**config.mk**
```make
export PLATFORM = sky130hd
export DESIGN_NAME = dsm_stereo_decimator_flat
export DESIGN_NICKNAME = d
export VERILOG_FILES = /design/src/rtl/dsm_pkg.sv /design/src/rtl/dsm_stereo_decimator_if.sv /design/src/rtl/cic2_decim.sv /design/src/rtl/dsm_stereo_decimator.sv /design/src/flat_wrapper.sv
export SDC_FILE = /design/constraint.sdc
export NUM_CORES = 1
export LEC_CHECK = 0
export CORE_ASPECT_RATIO = 0.7
export CORE_MARGIN = 2
export CORE_UTILIZATION = 48
export DETAILED_ROUTE_END_ITERATION = 10
export PLACE_DENSITY = 0.62
export SYNTH_ARGS = -nofsm -noshare
export SYNTH_HDL_FRONTEND = slang
export SYNTH_SLANG_ARGS = --single-unit
```
**constraint.sdc**
```tcl
create_clock -name clk -period 11 [get_ports clk]
set_input_delay 1.65 -clock clk [delete_from_list [all_inputs] [get_ports clk]]
set_output_delay 1.65 -clock clk [all_outputs]
set_load 0.02 [all_outputs]
```
**src/rtl/dsm_pkg.sv**
```systemverilog
// Items shared between the stereo delta-sigma modulator and its decimating receiver.
package dsm_pkg;

  // Default PCM width; must be even so that R = 2^(DSM_WIDTH/2) is a power of two.
  localparam int DSM_WIDTH_DEFAULT = 12;

  // log2 of the decimation ratio.
  localparam int DSM_DECIM_LOG2 = DSM_WIDTH_DEFAULT / 2;

  // CIC word width: one bit above PCM, so the full-scale result R^2 fits.
  localparam int DSM_CIC_W = DSM_WIDTH_DEFAULT + 1;

  // Largest representable PCM code; full-scale CIC output is clamped to this.
  localparam int DSM_SAT_MAX = (1 << DSM_WIDTH_DEFAULT) - 1;

  // Receiver warm-up state.
  typedef enum logic {
    ST_WARMUP = 1'b0,
    ST_RUN    = 1'b1
  } dsm_state_e;

endpackage

```
**src/rtl/dsm_stereo_decimator_if.sv**
```systemverilog
// Bitstream inputs and PCM outputs of the stereo decimator.
interface dsm_stereo_decimator_if
  import dsm_pkg::*;
#(
  parameter int DSM_WIDTH = DSM_WIDTH_DEFAULT
);
  logic                 left_in;
  logic                 right_in;
  logic [DSM_WIDTH-1:0] left_pcm;
  logic [DSM_WIDTH-1:0] right_pcm;
  logic                 sample_valid;

  // Source side: drives the bitstreams, consumes the samples.
  modport master (
    output left_in, right_in,
    input  left_pcm, right_pcm, sample_valid
  );

  // Decimator side.
  modport slave (
    input  left_in, right_in,
    output left_pcm, right_pcm, sample_valid
  );
endinterface

```
**src/rtl/cic2_decim.sv**
```systemverilog
// One channel of the sinc^2 decimator: two integrators at the input rate, two
// combs at the decimated rate, then saturation into the PCM register.
module cic2_decim
  import dsm_pkg::*;
#(
  parameter int DSM_WIDTH = DSM_WIDTH_DEFAULT
) (
  input  logic                 clk,
  input  logic                 aclr,
  input  logic                 din,
  input  logic                 dec_stb,
  input  logic                 ld_en,
  output logic [DSM_WIDTH-1:0] pcm
);
  localparam int W = DSM_WIDTH + 1;

  logic [W-1:0]         integ1_q, integ1_d;
  logic [W-1:0]         integ2_q, integ2_d;
  logic [W-1:0]         sdly_q, sdly_d;
  logic [W-1:0]         c1dly_q, c1dly_d;
  logic [W-1:0]         comb_q, comb_d;
  logic [DSM_WIDTH-1:0] pcm_q, pcm_d;
  logic [W-1:0]         c1, c2;

  // Integrators run every clock; combs and PCM load only on their strobes.
  // Modular wrap in the integrators is exact because the combs undo it.
  always_comb begin
    integ1_d = integ1_q + {{(W-1){1'b0}}, din};
    integ2_d = integ2_q + integ1_q;
    c1       = integ2_q - sdly_q;
    c2       = c1 - c1dly_q;
    sdly_d   = sdly_q;
    c1dly_d  = c1dly_q;
    comb_d   = comb_q;
    pcm_d    = pcm_q;
    if (dec_stb) begin
      sdly_d  = integ2_q;
      c1dly_d = c1;
      comb_d  = c2;
    end
    // Only R^2 itself sets the top bit for a legal bitstream; clamp it to all-ones.
    if (ld_en) pcm_d = comb_q[W-1] ? '1 : comb_q[DSM_WIDTH-1:0];
  end

  // Channel state registers.
  always_ff @(posedge clk or posedge aclr) begin
    if (aclr) begin
      integ1_q <= '0;
      integ2_q <= '0;
      sdly_q   <= '0;
      c1dly_q  <= '0;
      comb_q   <= '0;
      pcm_q    <= '0;
    end else begin
      integ1_q <= integ1_d;
      integ2_q <= integ2_d;
      sdly_q   <= sdly_d;
      c1dly_q  <= c1dly_d;
      comb_q   <= comb_d;
      pcm_q    <= pcm_d;
    end
  end

  assign pcm = pcm_q;

endmodule

```
**src/rtl/dsm_stereo_decimator.sv**
```systemverilog
// Stereo delta-sigma receiver: shared phase counter and warm-up control driving
// two lockstep sinc^2 channels.
module dsm_stereo_decimator
  import dsm_pkg::*;
#(
  parameter int DSM_WIDTH = DSM_WIDTH_DEFAULT
) (
  input logic                   clk,
  input logic                   aclr,
  dsm_stereo_decimator_if.slave bus
);
  localparam int PH_W = DSM_WIDTH / 2;
  localparam logic [PH_W-1:0] PH_LAST = '1;

  logic [PH_W-1:0] ph_q, ph_d;
  dsm_state_e      st_q, st_d;
  logic [1:0]      wcnt_q, wcnt_d;
  // [1]: load PCM on the next edge, [2]: sample_valid.
  logic [2:1]      vld_pipe_q, vld_pipe_d;
  logic            dec_stb;

  assign dec_stb = (ph_q == PH_LAST);

  // Phase wrap, warm-up counting and the strobe pipeline. The first two comb
  // results are still filling the comb delays, so they never reach the outputs.
  always_comb begin
    ph_d   = ph_q + 1'b1;
    st_d   = st_q;
    wcnt_d = wcnt_q;
    if (dec_stb && (st_q == ST_WARMUP)) begin
      wcnt_d = wcnt_q + 2'd1;
      if (wcnt_q == 2'd1) st_d = ST_RUN;
    end
    vld_pipe_d[1] = dec_stb && (st_q == ST_RUN);
    vld_pipe_d[2] = vld_pipe_q[1];
  end

  // Control registers.
  always_ff @(posedge clk or posedge aclr) begin
    if (aclr) begin
      ph_q       <= '0;
      st_q       <= ST_WARMUP;
      wcnt_q     <= '0;
      vld_pipe_q <= '0;
    end else begin
      ph_q       <= ph_d;
      st_q       <= st_d;
      wcnt_q     <= wcnt_d;
      vld_pipe_q <= vld_pipe_d;
    end
  end

  assign bus.sample_valid = vld_pipe_q[2];

  cic2_decim #(.DSM_WIDTH(DSM_WIDTH)) u_left (
    .clk     (clk),
    .aclr    (aclr),
    .din     (bus.left_in),
    .dec_stb (dec_stb),
    .ld_en   (vld_pipe_q[1]),
    .pcm     (bus.left_pcm)
  );

  cic2_decim #(.DSM_WIDTH(DSM_WIDTH)) u_right (
    .clk     (clk),
    .aclr    (aclr),
    .din     (bus.right_in),
    .dec_stb (dec_stb),
    .ld_en   (vld_pipe_q[1]),
    .pcm     (bus.right_pcm)
  );

endmodule

```
**src/flat_wrapper.sv**
```systemverilog
// flat-port wrapper written by rule: the top's interface ports become plain ports
module dsm_stereo_decimator_flat import dsm_pkg::*;
#(
  parameter int DSM_WIDTH = DSM_WIDTH_DEFAULT
)
  (clk, aclr, bus_left_in, bus_right_in, bus_left_pcm, bus_right_pcm, bus_sample_valid);
  dsm_stereo_decimator_if #(.DSM_WIDTH(DSM_WIDTH)) bus_i ();
  input logic clk;
  input logic aclr;
  input wire logic [$bits(bus_i.left_in)-1:0] bus_left_in;
  input wire logic [$bits(bus_i.right_in)-1:0] bus_right_in;
  output wire logic [$bits(bus_i.left_pcm)-1:0] bus_left_pcm;
  output wire logic [$bits(bus_i.right_pcm)-1:0] bus_right_pcm;
  output wire logic [$bits(bus_i.sample_valid)-1:0] bus_sample_valid;
  assign bus_i.left_in = bus_left_in;
  assign bus_i.right_in = bus_right_in;
  assign bus_left_pcm = bus_i.left_pcm;
  assign bus_right_pcm = bus_i.right_pcm;
  assign bus_sample_valid = bus_i.sample_valid;
  dsm_stereo_decimator #(.DSM_WIDTH(DSM_WIDTH)) u_core (.clk(clk), .aclr(aclr), .bus(bus_i));
endmodule
```
==> results.md <==
* Run status: finished clean
* Combined area of all synthesized cells at 0.00894 mm^2
* Proportion of synthesized flip-flops having asynchronous set or reset at 100%
* Number of buffers on the longest clock path at 2
* Total of flip-flops plus latches after synthesis at 165
* Number of warnings reported in the yosys synthesis log at 0
* Standard-cell rows at 41
* Number of max-slew violations in the final report at 0
* Endpoint kind of the worst setup timing path: flip-flop
* Routed Antenna Nets at 0
* Count of H-tree levels built during CTS at 4
* I/O pin cnt at 29
* Number of post-CTS setup repair buffers at 0
* Synth area leader: sky130_fd_sc_hd__dfrtp_1
* Core utilization of the finished layout at 55.5%
* Leakage power at 0.00460 uW
* Data required time of the critical path at 11.28 ns
* Area share of the largest cell type after synthesis at 46.2%
* Nets in the synthesized netlist at 1014
* Routed wire length at 15600 um
* Worst setup path class: reg -> reg
* Post-Place Cell Area at 0.00946 mm^2
* Clock root buffer: sky130_fd_sc_hd__clkbuf_16
* Count of port buffers added during placement at 28
* Number of buffers created by CTS at 17
* P per Cell Area at 279 mW/mm^2
* Layout cell share with drive strength beyond 1 at 4.97%
* Clock insertion delay at the later pin of the skew report at 0.42 ns
* Number of diodes added for antenna fixing at 0
* Drt wl/cell at 13.0 um
* Slew at the pin closest to its max-slew limit at 0.879 ns
* Sinks on the clock net at 165
* Post-route fraction of the period consumed by the critical path at 31.6%
* Starting density of the core at 49.4%
* Crit path arrival time at 3.76 ns
* Die Footprint at 0.0197 mm^2
* Routed vias at 6046
* Drt first-iter violations at 398
* Pre-CTS setup slack at 7.21 ns
* Master of the slowest instance on the critical path: sky130_fd_sc_hd__dfrtp_1
* Hold WS at 0.465 ns
* Synth Instances at 926
* Highest attainable clock frequency at 288 MHz
* Syn_area_per_cell at 9.65 um^2
* Total negative setup slack at 0 ns
* Number of resized instances in the post-cts repair step at 0
* Cells along the critical path: ha_1 > nor2b_1 > o21ai_0 > a21boi_0 > o21ai_0 > nor2b_1 > xnor2_1 > ha_1 > o21ai_0 > nand2_1 > nand2_1 > o31ai_1 > o41ai_2 > xor2_1 > xnor2_1 > o21ai_1
* VDD IR-drop max at 0.116 mV
* Pin count of the biggest net entering global routing at 96
* Area of the core at 0.0181 mm^2
* Global-route congestion overflow total at 0
* Number of antenna violations at the first check in global routing at 0
* Routability-driven placement congestion ratio at 0.772
* Relative area change from synthesis to final layout at 12.4%
* Largest cells by area after synthesis: sky130_fd_sc_hd__dfrtp_1, sky130_fd_sc_hd__ha_1, sky130_fd_sc_hd__xnor2_1
* Sequential fraction of the synthesis area at 46.2%
* Max-cap check violation count at 0
* Number of flops mapped to enable cells by yosys at 0
* Global-route usage over all layers at 17.0%
* Worst Slack Setup Final at 7.53 ns
* Final number of setup-violating endpoints at 0
* Number of global-route vias before repair at 5592
* Worst max-slew margin expressed relative to the limit at 41.4%
* Most used DFF post-synth: sky130_fd_sc_hd__dfrtp_1
* Clock tree from TritonCTS: yes
* Path class of the lowest-slack min-delay path: reg -> reg
* Nets@finish at 1041
* Largest driver fanout on the critical path at 4
* Setup repair after global routing missed its margin: false
* Routed vias/inst at 5.03
* Die outline height at 118 um
* Cell seen most often among critical-path stages: sky130_fd_sc_hd__o21ai_0
* First-pass GRT wire length at 27500 um
* Cell area after layout at 0.0100 mm^2
* Hold buffer count at CTS at 0
* Clock skew after layout at 0.00799 ns
* Dpl hpwl at 11000 um
* Overall die width at 167 um
* Hold Vio Cnt, Final at 0
* Number of remaining DRC errors at 0
* Crit start category: flip-flop
* Largest incremental delay on the critical path at 0.42 ns
* Number of detailed-routing iterations run before antenna repair at 4
* Final worst path period need at 3.47 ns
* Synth cell types at 54
* Clock input transition at the sequential cells of the worst setup and hold paths at 0.06 ns
## area by class of cell
cell class | instances | area, um^2
fillers | 1602 | 8070
well taps | 236 | 295
multi-input cells | 664 | 4450
clock buffers | 21 | 450
inverters | 73 | 279
repair buffers | 32 | 310
clock inverters | 11 | 128
flip-flops and latches | 165 | 4130
## Yosys cell counts, types with 2 or more instances
cell type and count:
sky130_fd_sc_hd__a21o_1 14, sky130_fd_sc_hd__xor2_1 29, sky130_fd_sc_hd__a211oi_1 4, sky130_fd_sc_hd__nor2b_1 15, sky130_fd_sc_hd__and3_1 6, sky130_fd_sc_hd__a31oi_1 5, sky130_fd_sc_hd__o41a_1 2, sky130_fd_sc_hd__inv_1 73
sky130_fd_sc_hd__o21ai_0 79, sky130_fd_sc_hd__dfrtp_1 165, sky130_fd_sc_hd__a21boi_0 4, sky130_fd_sc_hd__nor4_1 2, sky130_fd_sc_hd__clkbuf_1 22, sky130_fd_sc_hd__o21ai_1 5, sky130_fd_sc_hd__mux2_2 5, sky130_fd_sc_hd__o21a_1 11
sky130_fd_sc_hd__nand4_1 5, sky130_fd_sc_hd__o211ai_1 2, sky130_fd_sc_hd__a41oi_1 2, sky130_fd_sc_hd__and2_1 2, sky130_fd_sc_hd__a21oi_1 51, sky130_fd_sc_hd__or4_1 3, sky130_fd_sc_hd__or2_2 2, sky130_fd_sc_hd__ha_1 78
sky130_fd_sc_hd__o22a_1 6, sky130_fd_sc_hd__o31ai_1 7, sky130_fd_sc_hd__o21bai_1 7, sky130_fd_sc_hd__buf_1 2, sky130_fd_sc_hd__nor3_1 11, sky130_fd_sc_hd__nand3_1 25, sky130_fd_sc_hd__xnor2_1 57, sky130_fd_sc_hd__fa_1 6
sky130_fd_sc_hd__nand2_1 114, sky130_fd_sc_hd__nor2_1 76, sky130_fd_sc_hd__nand2b_1 10
## cells by family after synthesis
family	after synthesis	share of synthesized area, %
DFF	165	46.2
buffers and inverters	97	4.07
and+or+nand+nor	275	13.6
xor gates and xnor gates	86	8.43
adders and majority gates	84	12.3
muxes	6	0.742
AOI/OAI and AO/OA	213	14.7
## final timing paths
check / start / to / slack (ns) / cells past startpoint
setup / recovery: u_core.u_left.integ2_q[1]$_DFF_PP0_ / u_core.u_left.comb_q[12]$_DFFE_PP0N_ / 7.53 / 16
hold / removal: u_core.ph_q[4]$_DFF_PP0_ / u_core.ph_q[4]$_DFF_PP0_ / 0.47 / 1
setup reg to reg: u_core.u_left.integ2_q[1]$_DFF_PP0_ / u_core.u_left.comb_q[12]$_DFFE_PP0N_ / 7.53 / 16
hold reg to reg: u_core.ph_q[4]$_DFF_PP0_ / u_core.ph_q[4]$_DFF_PP0_ / 0.47 / 1
max in group asynchronous: aclr / u_core.u_left.sdly_q[11]$_DFFE_PP0N_ / 7.79 / 3
min in group asynchronous: aclr / u_core.u_right.pcm[9]$_DFFE_PP0P_ / 1.78 / 2
## routing by layer
metal	track usage, %	routed length (um)
met5	0	0
met4	4.53	146
met3	3.92	517
met2	22.4	5660
met1	27.5	9240
## cell usage in the layout, fill, tap and decap left out, types with 5 or more instances in the layout
cell                              instances
sky130_fd_sc_hd__fa_1                     6
sky130_fd_sc_hd__a31oi_1                  5
sky130_fd_sc_hd__ha_1                    78
sky130_fd_sc_hd__xnor2_1                 57
sky130_fd_sc_hd__a21o_1                  14
sky130_fd_sc_hd__clkdlybuf4s50_1         28
sky130_fd_sc_hd__nor2_1                  76
sky130_fd_sc_hd__and3_1                   5
sky130_fd_sc_hd__nand3_1                 24
sky130_fd_sc_hd__clkbuf_16               17
sky130_fd_sc_hd__dfrtp_1                165
sky130_fd_sc_hd__nor3_1                  11
sky130_fd_sc_hd__mux2_2                   5
sky130_fd_sc_hd__o21a_1                  11
sky130_fd_sc_hd__a21oi_1                 51
sky130_fd_sc_hd__nand2_1                114
sky130_fd_sc_hd__o21bai_1                 7
sky130_fd_sc_hd__o31ai_1                  7
sky130_fd_sc_hd__nand2b_1                10
sky130_fd_sc_hd__inv_1                   72
sky130_fd_sc_hd__o21ai_0                 79
sky130_fd_sc_hd__nor2b_1                 15
sky130_fd_sc_hd__nand4_1                  5
sky130_fd_sc_hd__o22a_1                   6
sky130_fd_sc_hd__o21ai_1                  5
sky130_fd_sc_hd__xor2_1                  29
## metrics by stage
step / total power, uW / instances
after floorplan: 1960 / 926
after global placement: 2210 / 1170
after detailed placement: 2230 / 1170
after CTS: 2820 / 1202
after global routing: 3070 / 1202
final: 2800 / 1202
## where the power goes
part           total, uW  switching (uW)  internal, uW
Sequential           770            83.8           686
Combinational       1450             803           649
Clock                578             237           341
Total               2800            1120          1680
## critical path: cells and delay by family, from the launching register on
kind / cells / cell delay, ns
DFF: 1 / 0.42
AOI/OAI and AO/OA: 7 / 1.28
and+or+nand+nor: 4 / 0.52
adders and majority gates: 2 / 0.61
xor gates and xnor gates: 3 / 0.51
(Power assumes the default switching activity.)
